`config.mk`:
```
export PLATFORM = sky130hd
export DESIGN_NAME = lcd_text_buffer
export DESIGN_NICKNAME = d
export VERILOG_FILES = /design/src/rtl/lcd_text_buffer.sv
export SDC_FILE = /design/constraint.sdc
export NUM_CORES = 1
export LEC_CHECK = 0
export BUFFER_PORTS_ARGS = -buffer_cell sky130_fd_sc_hd__clkbuf_2
export CAP_MARGIN = 20
export CORE_ASPECT_RATIO = 1.1
export CORE_MARGIN = 10
export CORE_UTILIZATION = 50
export DETAILED_ROUTE_END_ITERATION = 16
export PLACE_DENSITY = 0.68
export SLEW_MARGIN = 20
export SYNTH_ARGS = -nofsm -noshare
export SYNTH_HDL_FRONTEND = slang
export SYNTH_SLANG_ARGS = --single-unit
export TNS_END_PERCENT = 20
```
`constraint.sdc`:
```
create_clock -name clk_10Hz -period 1.99 [get_ports clk_10Hz]
set_input_delay 0.0995 -clock clk_10Hz [delete_from_list [all_inputs] [get_ports clk_10Hz]]
set_output_delay 0.0995 -clock clk_10Hz [all_outputs]
set_load 0.02 [all_outputs]
```
`src/rtl/lcd_text_buffer.sv`:
```
// rtl/lcd_text_buffer.sv - 64-char LCD text store with host write port, clear engine and optional double buffer (LCD_TEXTBUF_DOUBLE_EN)
module lcd_text_buffer #(
  parameter logic [7:0] FILL_CHAR = 8'h20
) (
  input  logic       clk_10Hz,
  input  logic       rst_n,
  input  logic       wr_valid,
  output logic       wr_ready,
  input  logic       wr_inc,
  input  logic [5:0] wr_addr,
  input  logic [7:0] wr_data,
  input  logic       clr_req,
  input  logic       commit,
  input  logic       frame_sync,
  input  logic [5:0] rd_addr,
  output logic [7:0] rd_data,
  output logic       busy,
  output logic       swap_pending,
  output logic [5:0] cursor
);

  typedef enum logic {
    IDLE  = 1'b0,
    CLEAR = 1'b1
  } state_t;

  state_t     state;
  state_t     state_nxt;
  logic [5:0] clr_cnt;
  logic [7:0] wbank [64];
  logic       wr_fire;
  logic [5:0] wr_index;
  logic       clr_last;

  assign busy     = (state == CLEAR);
  assign wr_ready = (state == IDLE) && !clr_req;
  assign wr_fire  = wr_valid && wr_ready;
  assign wr_index = wr_inc ? cursor : wr_addr;
  assign clr_last = busy && (clr_cnt == 6'd63);

  // State register
  always_ff @(posedge clk_10Hz or negedge rst_n) begin
    if (!rst_n) state <= IDLE;
    else        state <= state_nxt;
  end

  // Next state: clear wins over a same-cycle write and cannot be restarted
  always_comb begin
    state_nxt = state;
    case (state)
      IDLE:    if (clr_req) state_nxt = CLEAR;
      CLEAR:   if (clr_cnt == 6'd63) state_nxt = IDLE;
      default: state_nxt = IDLE;
    endcase
  end

  // Clear sweep index, walks 0..63 while clearing and rests at 0
  always_ff @(posedge clk_10Hz or negedge rst_n) begin
    if (!rst_n)    clr_cnt <= 6'd0;
    else if (busy) clr_cnt <= clr_cnt + 6'd1;
    else           clr_cnt <= 6'd0;
  end

  // Cursor follows the last written index, homed when a clear completes
  always_ff @(posedge clk_10Hz or negedge rst_n) begin
    if (!rst_n)       cursor <= 6'd0;
    else if (clr_last) cursor <= 6'd0;
    else if (wr_fire) cursor <= wr_index + 6'd1;
  end

  // Write bank: clear sweep or host write
  always_ff @(posedge clk_10Hz or negedge rst_n) begin
    if (!rst_n) begin
      for (int i = 0; i < 64; i++) wbank[i] <= FILL_CHAR;
    end else if (busy) begin
      wbank[clr_cnt] <= FILL_CHAR;
    end else if (wr_fire) begin
      wbank[wr_index] <= wr_data;
    end
  end

`ifdef LCD_TEXTBUF_DOUBLE_EN
  logic [7:0] dbank [64];
  logic       swap;

  // Publish only at a frame boundary and never in the middle of a clear
  assign swap = swap_pending && frame_sync && (state == IDLE);

  // Pending commit flag; a commit on the swap edge re-arms it
  always_ff @(posedge clk_10Hz or negedge rst_n) begin
    if (!rst_n)      swap_pending <= 1'b0;
    else if (commit) swap_pending <= 1'b1;
    else if (swap)   swap_pending <= 1'b0;
  end

  // Display bank: whole-screen copy of the pre-write write bank
  always_ff @(posedge clk_10Hz or negedge rst_n) begin
    if (!rst_n) begin
      for (int i = 0; i < 64; i++) dbank[i] <= FILL_CHAR;
    end else if (swap) begin
      dbank <= wbank;
    end
  end

  assign rd_data = dbank[rd_addr];
`else
  logic unused_swap_inputs;

  assign unused_swap_inputs = commit ^ frame_sync;
  assign swap_pending       = 1'b0;
  assign rd_data            = wbank[rd_addr];
`endif

endmodule

```
==> results.txt <==
Crit path required time = 1890 ps
Worst Path Max Fanout = 2
Via-to-Cell Ratio = 6.70
WP buf/inv = 1
Gr ovfl total = 0
Initial core utilization = 50.6%
Clock Latency Late Sink = 630 ps
DP Worst Slack = -398 ps
Core area = 49000 sq um
Clock-pin slew on the worst setup and hold paths = 70 ps
Crit. End Element = primary output
Status = complete, but fails checks
Num ports = 44
Leakage = 14.6 nW
Synth warn = 0
DP Area = 28700 sq um
M1 WL = 31.1 mm
Final wirelength = 78.1 mm
Via Count = 18800
Clock Sink Count = 525
PortBufs = 40
Final ANT Viol Nets = 0
Layout Nets = 2138
Prevailing post-synth register cell = dfrtp_1
Critical R2R Launch = cursor[3]
Routed length per placed instance = 27.8 microns
Critical path type = reg2out
Critical-path cell list = mux4_2, mux4_2, o211ai_1, o41ai_1, clkbuf_2
EDFF count, synth = 0
Synth top area cells = dfrtp_1, a22o_1, mux4_2
Drt pass-1 iters = 6
Fin worst setup slack = -855 ps
Crit. Startpoint = wbank[68]
Design area = 31600 sq um
Critical path's largest stage delay = 540 ps
Vias in the first global route = 19400
Placer Congestion = 0.899
Area growth syn-to-layout = 27.3%
Rows = 85
DR WL met2 = 37.7 mm
Post-Synthesis Cells = 1787
Slew Limit Fails = 0
Max Cap Viol = 0
Crit start category = register
Fin. Hold Viols = 0
Max Used Layer = met5
Filler Cell Count = 3453
Syn_area_per_cell = 13.9 sq um
FF/Latch Area = 13200 sq um
Post-synth cell types = 66
WP data arrival = 2750 ps
H-tree depth = 2
Multi-input gate area = 11400 sq um
Sequential area share after synthesis = 53.3%
Post-synth top cells = dfrtp_1, a22o_1, mux4_2, clkbuf_1, inv_1
Maximum vdd drop = 0.821 mV
Final setup TNS = -6260 ps
Max Root-Sink Buffers = 3
Die Y = 254 microns
DIE WIDTH = 232 microns
CTS tree = yes
HPWL Detailed = 52.0 mm
Crit share post-route = 143%
Pin count of the biggest net entering global routing = 88
Syn_nets = 1816
CP max-delay cell = mux4_2
Initial antenna violation count = 1
Most numerous cell in the Yosys netlist = dfrtp_1
Worst rel slew slack = 47.7%
F_max = 351 MHz
Remaining DRCs = 0
Crit path top cell by count = mux4_2
Hold_sp = wr_data[2]
HP Class = in2reg
Tmin final = 2850 ps
Ant. Diodes = 0
Post-synth top area cell = dfrtp_1
Final setup vio count = 35
Ys async rst share = 100%
Family with the most delay on the worst path = multiplexers
Share of cells above drive strength 1 = 41.3%
First-pass GRT wire length = 121 mm
Overall Global Routing Usage = 26.5%
First DRT Iteration DRCs = 2171
Mapped cell area = 24800 sq um
Synth top area share = 46.5%
Fin Clk Skew = 36.3 ps
Root Buffer = clkbuf_16
Die area = 58900 sq um
Setup repair after global routing missed its margin = true
TritonCTS buffer count = 54
Actual slew at the worst max-slew pin = 783 ps
Seq cells post-synth = 525
PD cells = 895 nW/um^2
Met3 wire length = 6.16 mm
Failing checks = negative setup slack
state kept, by name, summed over array words and instances (netlist names):
| register | flops |
|---|---|
| busy | 1 |
| clr_cnt | 6 |
| cursor | 6 |
| wbank | 512 |
metrics by stage:
stage | utilization [%] | cells | total power [mW] | hold slack (ps)
after floorplan | - | 1787 | 14.3 | -196
after detailed placement | 58.6 | 2679 | 17.0 | 4.69
final | 64.4 | 2805 | 28.3 | 35.5
after CTS | 63.2 | 2783 | 28.1 | 4.52
after global placement | 58.6 | 2679 | 16.9 | 5.81
after global routing | 64.4 | 2805 | 29.1 | 49.7
area by class of cell:
type / instances / area share (%)
flip-flops and latches: 525 / 41.9
inverters: 74 / 0.880
clock buffers: 74 / 5.03
multi-input cells: 1051 / 36.0
clock inverters: 26 / 1.16
well taps: 652 / 2.58
repair buffers: 403 / 12.4
routing by layer:
layer	up-vias	GRT usage [%]
met2	941	42.8
met5	-	0
met4	2	10.2
li1	7744	-
met1	9910	35.2
met3	201	4.74
where the power goes:
group | switching [mW] | internal (mW)
logic | 3.49 | 2.21
clock network | 4.42 | 6.63
registers | 0.393 | 11.1
cell families (layout without fill, tap and decap cells):
kind of cell    count (synthesis)  in the layout  synth area share (%)
compound gates                649            649                  21.5
flops                         525            525                  53.3
simple gates                  218            218                  7.52
buf+inv                       211            577                  3.71
mux                           176            176                  13.7
xor+xnor                        5              5                 0.177
fa+ha+maj                       2              2                 0.101
other cells                     1              1                0.0151
repair_timing:
action                                 CTS  global route
endpoints found under the hold margin  417             0
gates cloned                             0             3
pin swaps                               12            31
buffers inserted                         3            20
setup endpoints to repair              133           207
hold buffers                             4             0
resized for setup                       48            90
tightest hold or removal path: stages:
cell and delay [ps]:
clkbuf_2 100, buf_12 200, nand2_1 100, o21ai_0 70
layout by cell type (no fill, tap or decap), drive strengths merged, types with 5 or more instances in the layout:
| cell type | n |
|---|---|
| a21oi | 65 |
| a221oi | 12 |
| a22o | 421 |
| a22oi | 65 |
| and2 | 5 |
| buf | 365 |
| bufinv | 8 |
| clkbuf | 109 |
| clkinv | 15 |
| dfrtp | 461 |
| dfstp | 64 |
| inv | 74 |
| mux2 | 20 |
| mux2i | 29 |
| mux4 | 127 |
| nand2 | 68 |
| nand2b | 6 |
| nand3 | 22 |
| nor2 | 19 |
| nor2b | 6 |
| nor3 | 14 |
| nor3b | 9 |
| nor4 | 54 |
| o21ai | 44 |
| o22ai | 12 |
final timing paths:
| check | endpoint | slack (ps) | depth (start not counted) |
|---|---|---|---|
| min | wbank[362] | 40 | 4 |
| max in group asynchronous | wbank[5] | 1260 | 4 |
| min reg2reg | wbank[77] | 470 | 2 |
| min in group asynchronous | wbank[309] | 100 | 2 |
| max | rd_data[4] | -860 | 5 |
| max reg2reg | wbank[325] | -50 | 7 |
No activity file was read; power rests on OpenSTA's default activity.
